--- config.mk ---
export PLATFORM = sky130hd
export DESIGN_NAME = traffic_cmd_parser
export DESIGN_NICKNAME = d
export VERILOG_FILES = /design/src/rtl/traffic_cmd_parser.sv
export SDC_FILE = /design/constraint.sdc
export NUM_CORES = 1
export LEC_CHECK = 0
export CELL_PAD_IN_SITES_DETAIL_PLACEMENT = 0
export CELL_PAD_IN_SITES_GLOBAL_PLACEMENT = 2
export CORE_ASPECT_RATIO = 1.4
export CORE_MARGIN = 2
export CORE_UTILIZATION = 29
export CTS_CLUSTER_SIZE = 20
export DETAILED_ROUTE_END_ITERATION = 10
export PLACE_DENSITY = 0.83
export SYNTH_ARGS = -nofsm -noshare
export SYNTH_HDL_FRONTEND = slang
export SYNTH_SLANG_ARGS = --single-unit
--- constraint.sdc ---
create_clock -name clk_i -period 2.4 [get_ports clk_i]
set_clock_uncertainty 0.05 [all_clocks]
set_input_delay 0.72 -clock clk_i [delete_from_list [all_inputs] [get_ports clk_i]]
set_output_delay 0.72 -clock clk_i [all_outputs]
set_load 0.02 [all_outputs]
--- src/rtl/traffic_cmd_parser.sv ---
// Framed command byte-stream parser for the traffic light controller.
// Validates header sync/type, assembles big-endian 16-bit data, and emits
// one-cycle command or error pulses. Frames stalled too long are dropped.
module traffic_cmd_parser #(
    parameter int unsigned TIMEOUT_CYC  = 1000,
    parameter logic [2:0]  SYNC_PATTERN = 3'b101
) (
    input  logic        clk_i,
    input  logic        srst_n_i,
    input  logic [7:0]  rx_data_i,
    input  logic        rx_valid_i,
    output logic        rx_ready_o,
    output logic [2:0]  cmd_type_o,
    output logic        cmd_valid_o,
    output logic [15:0] cmd_data_o,
    output logic        err_o,
    output logic [1:0]  err_code_o
);

    localparam int unsigned CntW = $clog2(TIMEOUT_CYC);
    localparam logic [CntW-1:0] TimeoutLast = CntW'(TIMEOUT_CYC - 1);

    localparam logic [1:0] ErrSync    = 2'd1;
    localparam logic [1:0] ErrContent = 2'd2;
    localparam logic [1:0] ErrTimeout = 2'd3;

    typedef enum logic [1:0] {StIdle, StGetHi, StGetLo, StIssue} state_e;

    state_e          r_state;
    logic [CntW-1:0] r_tcnt;
    logic [2:0]      r_type;
    logic [7:0]      r_hi;
    logic            r_cmd_valid;
    logic [2:0]      r_cmd_type;
    logic [15:0]     r_cmd_data;
    logic            r_err;
    logic [1:0]      r_err_code;

    logic        w_hs;
    logic        w_sync_ok;
    logic        w_rsv_ok;
    logic [2:0]  w_hdr_type;
    logic [15:0] w_data;
    logic        w_tmo;

    // Ready is gated by reset directly so the link is stalled during reset.
    assign rx_ready_o = srst_n_i & (r_state != StIssue);
    assign w_hs       = rx_valid_i & rx_ready_o;
    assign w_sync_ok  = (rx_data_i[7:5] == SYNC_PATTERN);
    assign w_rsv_ok   = (rx_data_i[4:3] == 2'b00);
    assign w_hdr_type = rx_data_i[2:0];
    assign w_data     = {r_hi, rx_data_i};
    // A byte arriving on the boundary cycle wins over the timeout.
    assign w_tmo      = (r_tcnt == TimeoutLast) & ~w_hs;

    // Frame FSM with registered command/error outputs and stall timer.
    always_ff @(posedge clk_i) begin
        if (!srst_n_i) begin
            r_state     <= StIdle;
            r_tcnt      <= '0;
            r_type      <= '0;
            r_hi        <= '0;
            r_cmd_valid <= 1'b0;
            r_cmd_type  <= '0;
            r_cmd_data  <= '0;
            r_err       <= 1'b0;
            r_err_code  <= '0;
        end else begin
            r_cmd_valid <= 1'b0;
            r_err       <= 1'b0;
            unique case (r_state)
                StIdle: begin
                    r_tcnt <= '0;
                    if (w_hs) begin
                        if (!w_sync_ok) begin
                            r_err      <= 1'b1;
                            r_err_code <= ErrSync;
                        end else if (!w_rsv_ok || w_hdr_type > 3'd5) begin
                            r_err      <= 1'b1;
                            r_err_code <= ErrContent;
                        end else if (w_hdr_type <= 3'd2) begin
                            r_cmd_valid <= 1'b1;
                            r_cmd_type  <= w_hdr_type;
                            r_cmd_data  <= '0;
                            r_state     <= StIssue;
                        end else begin
                            r_type  <= w_hdr_type;
                            r_state <= StGetHi;
                        end
                    end
                end
                StGetHi: begin
                    if (w_hs) begin
                        r_hi    <= rx_data_i;
                        r_tcnt  <= '0;
                        r_state <= StGetLo;
                    end else if (w_tmo) begin
                        r_err      <= 1'b1;
                        r_err_code <= ErrTimeout;
                        r_tcnt     <= '0;
                        r_state    <= StIdle;
                    end else begin
                        r_tcnt <= r_tcnt + CntW'(1);
                    end
                end
                StGetLo: begin
                    if (w_hs) begin
                        r_tcnt <= '0;
                        if (w_data == 16'h0000) begin
                            r_err      <= 1'b1;
                            r_err_code <= ErrContent;
                            r_state    <= StIdle;
                        end else begin
                            r_cmd_valid <= 1'b1;
                            r_cmd_type  <= r_type;
                            r_cmd_data  <= w_data;
                            r_state     <= StIssue;
                        end
                    end else if (w_tmo) begin
                        r_err      <= 1'b1;
                        r_err_code <= ErrTimeout;
                        r_tcnt     <= '0;
                        r_state    <= StIdle;
                    end else begin
                        r_tcnt <= r_tcnt + CntW'(1);
                    end
                end
                StIssue: begin
                    r_tcnt  <= '0;
                    r_state <= StIdle;
                end
                default: begin
                    r_tcnt  <= '0;
                    r_state <= StIdle;
                end
            endcase
        end
    end

    assign cmd_valid_o = r_cmd_valid;
    assign cmd_type_o  = r_cmd_type;
    assign cmd_data_o  = r_cmd_data;
    assign err_o       = r_err;
    assign err_code_o  = r_err_code;

endmodule
After elaboration in Yosys (flattened, before gate mapping)
Cells that the tools add are included.
- word-level logic and storage cells: 96
- output and inout bits: 24
- register bits after elaboration: 46
- input bits: 11
- equality and inequality tests: 15
- muxes and demuxes: 49
- order comparisons: 2
- bitwise operators: 6
- add/sub/neg operators: 1
- reduce and logical (&&, ||, !) cells: 14
- operators with widths (kind ; count):
    16-bit 2-to-1 mux ; 6
    16-bit case mux with 2 select lines ; 1
    2-bit 2-to-1 mux ; 15
    10-bit 2-to-1 mux ; 2
    10-bit case mux with 2 select lines ; 1
    3-bit 2-to-1 mux ; 6
    16-bit zero test ; 1
    2-bit != test, second input constant ; 8
    1-bit 2-to-1 mux ; 13
    10-bit by 1-bit adder with 10-bit output, second input constant ; 1
    10-bit == test, second input constant ; 1
    5-bit AND reduction ; 2
    2-bit case mux with 4 select lines ; 1
    7-bit AND reduction ; 1
    3-bit != test, second input constant ; 2
    2-bit case mux with 3 select lines ; 1
    3-bit case mux with 2 select lines ; 1
    2-bit == test, second input constant ; 2
    2-bit zero test ; 2
    2-bit OR reduction ; 2
    1-bit AND ; 3
    3-bit == test, second input constant ; 1
    3-bit greater-than comparator, second input constant ; 1
    3-bit by 2-bit <= comparator with 1-bit output, second input constant ; 1
    other kinds (10) ; 12

Logic depth before layout (Yosys ltp)
Gate-level depths: netlist of the first run.
- word-level depth: 8
- depth in mapped cells: 8
- mapped depth without buffers: 7

Worst setup path before layout of the first run
No wires, ideal clock.
- path kind: input port to flip-flop
- start: in rx_data_i[6]
- end: reg r_cmd_data[10] (netlist: cmd_data_o[10])
- buffers on the path: 2
- data required time: 2233 ps
- path slack: 24 ps
- arrival time: 2209 ps
- setup time: 117 ps
- cell stages on the path: 7
- cells stage by stage: nand3b_1 a2111oi_4 nand3_4 a221o_1 buf_6 buf_8 a32o_1
- word-level cells in the longest chain between the ends: 3
- elaborated cells between the ends (all ways): 5
- classes of those cells: 3 x eq/ne; 2 x reduce/logical
- RTL lines (item ; RTL line ; source):
    start, declared ; 10 ; input logic [7:0] rx_data_i,
    16-bit zero test / 3-bit == test (equally long branches) ; 109, 49 ;
    2-bit != test (no line) ; - ;
    7-bit AND reduction (no line) (*) ; - ;
    end signal, assigned ; 116 ; r_cmd_data <= w_data;
    end, declared ; 35 ; logic [15:0] r_cmd_data;
Every way passes the cells marked *; elsewhere a longest branch is shown, timed or not.
A chain may end at the register's enable or synchronous reset.

Final worst setup path of the first run
- start: in rx_data_i[6]
- end: reg r_cmd_data[2] (netlist: cmd_data_o[2])
Same word-level chain as after synthesis.

==> run_results.csv, run 1 <==
group,metric,value,unit
sta,fin_crit,2.36,ns
global_routing,grt_pass1_wl,9.06,mm
placement,port_buffers,34,
route,dr.first_iter.drc_count,47,
setup_path,required,2.54,ns
setup_path,reg2reg_depth,6,
placement,gp_congestion,0.780,
yosys,synth_top_family_by_area,"compound AO/OA/AOI/OAI gates",
floorplanning,initial_core_util,0.297,
cts,cts-root-buf,"clkbuf_8",
yosys,yosysTopAreaCellShare,0.450,
route,final_antenna_net_count,0,
global_routing,grtUsageMet2,0.276,
layout,num-nets-final,296,
run,drv_cap,0,
worst_hold_path,min_to,"cmd_type_o[2]",
global_routing,grt_pass1_vias,1891,
yosys,synth.avg_cell_area,9.75,µm²
yosys,synth-edff-count,0,
worst_hold_path,hold_path_class,"flip-flop to flip-flop",
cts,cts_max_level,2,
worst_hold_path,holdPathStages,2,
yosys,yosysMostFrequentCell,"dfxtp_1",
sta,drv_slew,0,
setup_path,worstPathCellList,"buf_2 > nand3b_1 > a2111oi_4 > nand3_4 > a221o_2 > buf_12 > buf_16 > a32o_1",
yosys,synth_ff_type,"dfxtp_1",
global_routing,grt_util_met3,0.0213,
power_and_ir_drop,peakVddDrop,234,µV
layout,fin_area,2960,µm²
yosys,synth.area.top_cells,"dfxtp_1, a32o_1, mux2i_1",
sta,tightest_slew,0.354,ns
cts,clk_latency,0.29,ns
global_routing,top_usage_layer,"met2",
layout,drive_gt1_frac,0.229,
sta,max_freq,423,MHz
outcome,status,"complete, no violations",
sta,setup_tns,0,ns
setup_path,r2r_slack,0.17,ns
setup_path,cp-end-kind,"flip-flop",
global_routing,overflow,0,
route,drt_wl_total,5.31,mm
floorplanning,die_width,75.0,µm
yosys,synthAdderAreaFrac,0.0306,
cts,cts_tree,"built",
cts,cts.sinks,46,
power_and_ir_drop,power.leakage,1.13,nW
yosys,synth_compound_area_frac,0.206,
floorplanning,die_area,7760,µm²
setup_path,worstReg2RegEnd,"err_code_o[0]",
route,drc,0,
yosys,yosys.area_share.simple,0.194,
yosys,syn_area,2050,µm²
yosys,seq_area_frac_synth,0.450,
global_routing,met1_usage,0.175,
layout,antenna_cells,0,
placement,postPlaceCellArea,2670,µm²
floorplanning,placement_rows,36,
floorplanning,io_pins,35,
power_and_ir_drop,p_per_area,535,nW/µm²
placement,hpwl,3.76,mm
yosys,yosys-top-cells-count,"dfxtp_1, nand2_1, a21oi_1",
sta,slew-limit-headroom,0.764,
layout,syn2layout_area_growth,44.4,%
setup_path,cp-start-kind,"primary input",
global_routing,antenna_found_initial,0,
yosys,synth_mux_area_frac,0.0489,
yosys,synth_warnings,0,
sta,setup_violations,0,
yosys,async_flop_share,0,
sta,hold_viol,0,
route,wire_per_inst,14.2,µm
global_routing,grt_max_degree,17,
global_routing,grt_use_total,0.150,
sta,fin_crit_sh,0.984,
floorplanning,die_y,103,µm
route,viasPerCell,4.85,
cts,clk_pin_slew_worst_paths,0.08,ns
setup_path,crit_slowest_cell,"a221o_2",
cts,cts_buffers,5,
setup_path,rr_startpoint,"r_state[1]",
sta,whs,0.411,ns
setup_path,critPathMaxStageDelay,0.40,ns
sta,rsz0062_at_grt,"yes",
layout,final_cells,375,
worst_hold_path,hold_start,"cmd_type_o[2]",
setup_path,worstPathArrival,2.50,ns
yosys,yosys.area.top_type,"dfxtp_1",
yosys,syn_nets,226,
setup_path,criticalPathCategory,"primary input to flip-flop",
yosys,ys_ff_latch,46,
route,dr.pass1.iters,5,
yosys,ys_types,46,
setup_path,crit_fanout,5,
route,vias,1820,
yosys,synthCells,210,
cts,cts_buffer_depth,2,
floorplanning,core-area,6890,µm²
placement,dp_cells,356,
yosys,synthXorXnorAreaFrac,0.0257,
[layout make-up]
| type | count | area (µm²) |
|---|---|---|
| fillers | 689 | 3940 |
| multi-input cells | 145 | 1060 |
| flip-flops and latches | 46 | 921 |
| repair buffers | 74 | 743 |
| well taps | 95 | 119 |
| clock buffers | 5 | 68.8 |
| inverters | 8 | 30.0 |
| clock inverters | 2 | 10.0 |
[flip-flops by register name, indices dropped and copies added (netlist names)]
register,flops
r_hi,8
cmd_valid_o,1
err_code_o,2
cmd_type_o,3
r_type,3
r_state,2
err_o,1
cmd_data_o,16
r_tcnt,10
[metal layers]
metal | part of all wire | wire length, µm
met5 | 0 | 0
met4 | 0.014 | 74
met3 | 0.024 | 129
met2 | 0.54 | 2870
met1 | 0.42 | 2240
[report_power, final]
part	switching (mW)	internal [mW]
Combinational	0.158	0.179
Clock	0.251	0.196
Sequential	0.0141	0.783
Total	0.423	1.16
[cell families (layout without fill, tap and decap cells)]
group,count (synthesis),count (layout)
buf+inv,19,89
xor+xnor,6,6
mux,10,10
compound gates,51,51
flops,46,46
fa+ha+maj,5,5
simple gates,73,73
[worst max-delay path, delay by kind of cell]
family | cells | cell delay [ns]
AOI/OAI and AO/OA | 3 | 1.03
buffers and inverters | 3 | 0.40
and+or+nand+nor | 2 | 0.35
[layout by cell type (no fill, tap or decap), types with 6 or more instances in the layout]
cell type / instances
a21oi_1: 17
a32o_1: 16
buf_4: 32
clkdlybuf4s50_1: 23
dfxtp_1: 46
dlygate4sd2_1: 6
inv_1: 8
mux2i_1: 9
nand2_1: 25
nor2_1: 12
[worst max-delay path by stage]
stage | from | endpoint | slack, ns | depth (start not counted)
finish | rx_data_i[6] | cmd_data_o[2] | 0.04 | 8
global route | rx_data_i[6] | cmd_data_o[8] | -0.06 | 7
CTS | rx_data_i[6] | cmd_data_o[14] | 0.04 | 8
detailed placement | rx_data_i[5] | cmd_data_o[5] | -0.52 | 6
global placement | rx_data_i[1] | cmd_type_o[0] | -0.48 | 8
floorplan | rx_data_i[6] | cmd_data_o[10] | 0.02 | 7
[timing repair]
item / CTS / global route
setup buffers: 8 / 1
hold buffers: 0 / 0
endpoints found under the setup margin: 26 / 19
pin swaps: 10 / 5
gates cloned: 3 / 1
resized for setup: 30 / 3
[through the flow]
step / worst slack, ns / util / power (mW)
after floorplan: 0.0237 / - / 0.957
after global placement: -0.485 / 0.387 / 1.08
after detailed placement: -0.525 / 0.387 / 1.08
after CTS: 0.0380 / 0.423 / 1.60
after global routing: -0.0575 / 0.429 / 1.66
final: 0.0378 / 0.429 / 1.58
Note: power is estimated with default switching activity, not from simulation.
==> run 2, diff against run 1 <==
--- a/config.mk
+++ b/config.mk
@@ -13,6 +13,8 @@
 export CTS_CLUSTER_SIZE = 20
 export DETAILED_ROUTE_END_ITERATION = 10
 export PLACE_DENSITY = 0.83
+export SLEW_MARGIN = 10
 export SYNTH_ARGS = -nofsm -noshare
 export SYNTH_HDL_FRONTEND = slang
 export SYNTH_SLANG_ARGS = --single-unit
+export TNS_END_PERCENT = 100
==> constraint.sdc (replaced) <==
create_clock -name clk_i -period 2.4 [get_ports clk_i]
set_clock_uncertainty 0.05 [all_clocks]
set_input_delay 0.36 -clock clk_i [delete_from_list [all_inputs] [get_ports clk_i]]
set_output_delay 0.36 -clock clk_i [all_outputs]
set_load 0.02 [all_outputs]
==> run 2 against run 1 <==
Net effect: global-route usage down 0.86 points; clock-buffer cell count unchanged; register-to-register slack worse by 0.02 ns; sequential cell count unchanged; wire length down 5.9%; critical path type is now flip-flop to flip-flop; highest routed layer unchanged.
==> run_results.csv, run 2 (synthesized netlist as in run 1, its figures left out) <==
group,metric,value,unit
outcome,status,"complete, no violations",
route,dr.first_iter.drc_count,63,
power_and_ir_drop,internal-power,1.10,mW
placement,postPlaceCellArea,2630,µm²
cts,clk_latency,0.30,ns
power_and_ir_drop,p_switching,0.412,mW
setup_path,r2r_slack,0.15,ns
setup_path,rr_startpoint,"r_state[1]",
global_routing,overflow,0,
sta,fin_crit,2.25,ns
power_and_ir_drop,peakVddDrop,223,µV
setup_path,required,2.54,ns
floorplanning,die_width,75.0,µm
power_and_ir_drop,power.leakage,0.988,nW
layout,largest_reg_flops,16,
sta,rsz0062_at_grt,"no",
placement,hpwl,3.70,mm
route,drt_wl_total,5.00,mm
power_and_ir_drop,combPwrFrac,0.172,
worst_hold_path,holdPathStages,2,
run,drv_cap,0,
sta,tightest_slew,0.725,ns
sta,hold_viol,0,
cts,cts_max_level,2,
floorplanning,io_pins,35,
layout,fin_area,2720,µm²
sta,setup_violations,0,
sta,max_freq,444,MHz
layout,num-nets-final,279,
worst_hold_path,hold_path_class,"flip-flop to flip-flop",
floorplanning,placement_rows,36,
layout,drive_gt1_frac,0.144,
route,viasPerCell,4.89,
sta,setup_tns,0,ns
route,dr.pass1.iters,4,
global_routing,grt_pass1_wl,8.36,mm
floorplanning,die_y,103,µm
global_routing,antenna_found_initial,0,
layout,syn2layout_area_growth,32.9,%
setup_path,cp-end-kind,"flip-flop",
setup_path,cp-start-kind,"flip-flop",
power_and_ir_drop,clockPowerShare,0.300,
cts,cts_tree,"built",
route,vias,1752,
placement,gp_congestion,0.813,
global_routing,grt_max_degree,20,
setup_path,reg2reg_depth,6,
power_and_ir_drop,p_per_area,556,nW/µm²
setup_path,criticalPathCategory,"flip-flop to flip-flop",
layout,antenna_cells,0,
global_routing,grt_use_total,0.142,
placement,port_buffers,34,
cts,cts-root-buf,"clkbuf_8",
cts,cts_buffer_depth,2,
cts,cts_buffers,5,
cts,clk_pin_slew_worst_paths,0.09,ns
worst_hold_path,hold_start,"cmd_type_o[2]",
floorplanning,initial_core_util,0.297,
floorplanning,core-area,6890,µm²
power_and_ir_drop,switching_share,0.273,
sta,drv_slew,0,
cts,cts.hold.buffers_added,0,
setup_path,worstPathArrival,2.39,ns
layout,layout_commonest_cell,"dfxtp_1",
power_and_ir_drop,pwr-share-seq,0.527,
sta,whs,0.413,ns
route,final_antenna_net_count,0,
setup_path,crit_fanout,8,
route,drc,0,
route,wire_per_inst,14.0,µm
floorplanning,die_area,7760,µm²
worst_hold_path,min_to,"cmd_type_o[2]",
sta,fin_crit_sh,0.938,
layout,mostFrequentLayoutCells,"dfxtp_1, clkdlybuf4s50_1, nand2_1, buf_4, a21oi_1",
setup_path,worstReg2RegEnd,"err_code_o[0]",
cts,cts.sinks,46,
sta,slew-limit-headroom,0.517,
global_routing,grt_pass1_vias,1701,
run 2: cell types whose count changed in the layout (fill, tap and decap cells not counted), sizes merged:
cell / before / now
dlygate4sd2: 6 / 0
clkdlybuf4s50: 23 / 33
buf: 41 / 23
clkdlybuf4s15: 2 / 0
clkbuf: 6 / 5
bufbuf: 1 / 0
dlymetal6s2s: 0 / 1
run 2: stage by stage:
| step | util | power [mW] | std cells | setup slack, ns |
|---|---|---|---|---|
| after CTS | 0.393 | 1.54 | 358 | 0.0227 |
| final | 0.395 | 1.51 | 358 | 0.150 |
| after detailed placement | 0.381 | 1.08 | 351 | -0.193 |
| after global placement | 0.381 | 1.08 | 351 | -0.202 |
| after floorplan | - | 0.957 | 210 | 0.237 |
| after global routing | 0.395 | 1.59 | 358 | 0.0154 |
run 2: worst max path at each step:
stage	from	endpoint	slack, ns	depth (start not counted)
floorplan	r_state[0]	err_code_o[0]	0.24	7
global placement	rx_data_i[5]	err_code_o[0]	-0.20	7
detailed placement	rx_data_i[5]	cmd_type_o[0]	-0.19	9
CTS	srst_n_i	rx_ready_o	0.02	5
global route	rx_data_i[1]	cmd_type_o[0]	0.02	8
finish	r_state[1]	err_code_o[0]	0.15	6
run 2: worst max-delay path, cell delays in order, from the launching register on:
cell	delay, ns
dfxtp_1	0.44
inv_1	0.09
ha_1	0.29
or3_1	0.40
o21ba_2	0.23
or4_1	0.50
o211a_1	0.14
run 2: layout make-up:
type | count | area (µm²)
Sequential cell | 46 | 921
Tap cell | 95 | 119
Inverter | 8 | 30.0
Clock inverter | 2 | 10.0
Multi-Input combinational cell | 145 | 1040
Timing Repair Buffer | 57 | 532
Clock buffer | 5 | 68.8
Fill cell | 713 | 4170
run 2: power by group through the flow:
stage          sequential [mW]  combinational, mW  clock, mW
4_1_cts                  0.797              0.261      0.480
6_report                 0.797              0.261      0.454
2_1_floorplan            0.829              0.128          0
3_3_place_gp             0.815              0.260          0
5_1_grt                  0.801              0.285      0.507
3_5_place_dp             0.815              0.260          0
run 2: routing by layer:
layer,share of wire,track usage
met2,0.51,0.252
met1,0.43,0.161
met5,0,0
met4,0.029,0.0659
met3,0.031,0.0262
run 2: what timing repair did:
| item | CTS | global route |
|---|---|---|
| setup buffers | 0 | 0 |
| resized for setup | 0 | 3 |
| hold endpoints to repair | 0 | 0 |
| endpoints found under the setup margin | 0 | 18 |
==> run 3, diff against run 2 <==
--- a/config.mk
+++ b/config.mk
@@ -13,6 +13,7 @@
 export CTS_CLUSTER_SIZE = 20
 export DETAILED_ROUTE_END_ITERATION = 10
 export PLACE_DENSITY = 0.83
+export SKIP_LAST_GASP = 1
 export SLEW_MARGIN = 10
 export SYNTH_ARGS = -nofsm -noshare
 export SYNTH_HDL_FRONTEND = slang
==> run 3 against run 2 <==
Net effect: largest cell class unchanged; sequential power hardly changed; worst hold slack about the same; global-route usage stayed put; utilization about the same; wire length shrank 0.36%; sequential cell count is the same; die area unchanged.
==> run_results.csv, run 3 (synthesized netlist as in run 1, its figures left out) <==
group,metric,value,unit
outcome,status,"complete, no violations",
sta,whs,0.413,ns
floorplanning,placement_rows,36,
placement,dp_cells,351,
global_routing,grt_pass1_vias,1701,
sta,layout_setup_ws,0.0961,ns
sta,setup_tns,0,ns
power_and_ir_drop,peakVddDrop,223,µV
cts,clk_latency,0.30,ns
sta,drv_slew,0,
power_and_ir_drop,power,1.51,mW
sta,fin_crit,2.30,ns
route,wl_met1,2.14,mm
global_routing,antenna_found_initial,0,
cts,cts_tree,"built",
setup_path,required,1.99,ns
route,dr.pass1.iters,4,
setup_path,crit_slowest_cell,"clkdlybuf4s50_1",
floorplanning,die_width,75.0,µm
placement,port_buffers,34,
setup_path,cp-end-kind,"output pin",
power_and_ir_drop,power.leakage,0.979,nW
placement,postPlaceCellArea,2630,µm²
setup_path,path_delay_family,"buffers and inverters",
layout,mostFrequentLayoutCells,"dfxtp_1, clkdlybuf4s50_1, nand2_1, buf_4, a21oi_1",
cts,cts.sinks,46,
route,dr.first_iter.drc_count,69,
global_routing,grt_use_total,0.142,
cts,cts_buffers,5,
placement,gp_congestion,0.813,
layout,num-nets-final,279,
floorplanning,die_area,7760,µm²
run,drv_cap,0,
floorplanning,initial_core_util,0.297,
power_and_ir_drop,p_per_area,555,nW/µm²
cts,clk_pin_slew_worst_paths,0.08,ns
route,wire_per_inst,13.9,µm
route,dr_wl_met3,150,µm
route,final_antenna_net_count,0,
route,dr_wl_met2,2.54,mm
floorplanning,core-area,6890,µm²
sta,fin_crit_sh,0.960,
route,drc,0,
layout,final_util,0.394,
setup_path,criticalPathCategory,"primary input to output pin",
cts,cts_max_level,2,
setup_path,critical_path_buf_inv_count,4,
route,drt_wl_total,4.98,mm
global_routing,grt_max_degree,20,
sta,setup_violations,0,
setup_path,cp-startpoint,"srst_n_i",
placement,dpl_worst_slack,-0.193,ns
worst_hold_path,hold_start,"cmd_type_o[2]",
layout,largest_reg_flops,16,
placement,hpwl,3.70,mm
setup_path,cp-start-kind,"primary input",
layout,antenna_cells,0,
worst_hold_path,hold_path_class,"flip-flop to flip-flop",
route,viasPerCell,4.88,
route,vias,1748,
sta,slew-limit-headroom,0.515,
cts,post_cts_buffers,0,
sta,hold_viol,0,
sta,max_freq,434,MHz
global_routing,grt_pass1_wl,8.36,mm
sta,tightest_slew,0.728,ns
layout,fin_area,2720,µm²
layout,fill_cells,710,
floorplanning,io_pins,35,
layout,drive_gt1_frac,0.144,
layout,layout_commonest_cell,"dfxtp_1",
setup_path,worstPathCellList,"clkdlybuf4s50_1 > buf_6 > nand2b_1 > inv_1 > clkdlybuf4s50_1",
global_routing,overflow,0,
route,top_layer,"met4",
cts,cts-root-buf,"clkbuf_8",
layout,final_cells,358,
sta,rsz0062_at_grt,"yes",
setup_path,critPathMaxStageDelay,0.60,ns
layout,syn2layout_area_growth,32.8,%
cts,cts_buffer_depth,2,
setup_path,worstPathArrival,1.89,ns
setup_path,cpMostUsedCell,"clkdlybuf4s50_1",
setup_path,crit_fanout,16,
floorplanning,die_y,103,µm
setup_path,rr_startpoint,"r_state[1]",
## run 3: path summary, 6_finish.rpt
kind,to,slack (ns),cells past startpoint
max reg2reg,err_code_o[0],0.15,6
min,cmd_type_o[2],0.41,2
min reg2reg,cmd_type_o[2],0.41,2
max,rx_ready_o,0.1,5
## run 3: report_power, final
part / switching, mW / internal, mW
Clock: 0.255 / 0.196
Combinational: 0.140 / 0.120
Sequential: 0.0139 / 0.783
## run 3: metal layers
| layer | vias up | global-route usage |
|---|---|---|
| li1 | 880 | - |
| met1 | 818 | 0.161 |
| met2 | 38 | 0.252 |
| met3 | 12 | 0.0262 |
| met4 | 0 | 0.0659 |
| met5 | - | 0 |
## run 3: cell type report
class | count | area (µm²) | area share
clock buffer | 5 | 68.8 | 0.0253
clock inverter | 2 | 10.0 | 0.00368
inverter | 8 | 30.0 | 0.0110
multi-input combinational | 145 | 1040 | 0.383
sequential | 46 | 921 | 0.339
tap | 95 | 119 | 0.0437
timing repair buffer | 57 | 529 | 0.195
## run 3: what timing repair did
action,in CTS,in global routing
hold buffers,0,0
hold endpoints to repair,0,0
endpoints found under the setup margin,0,18
resized for setup,0,2
## run 3: tightest hold or removal path: stages, from the launching register on
cell and delay [ns]:
dfxtp_1 0.32, nand2_1 0.05, mux2i_1 0.05
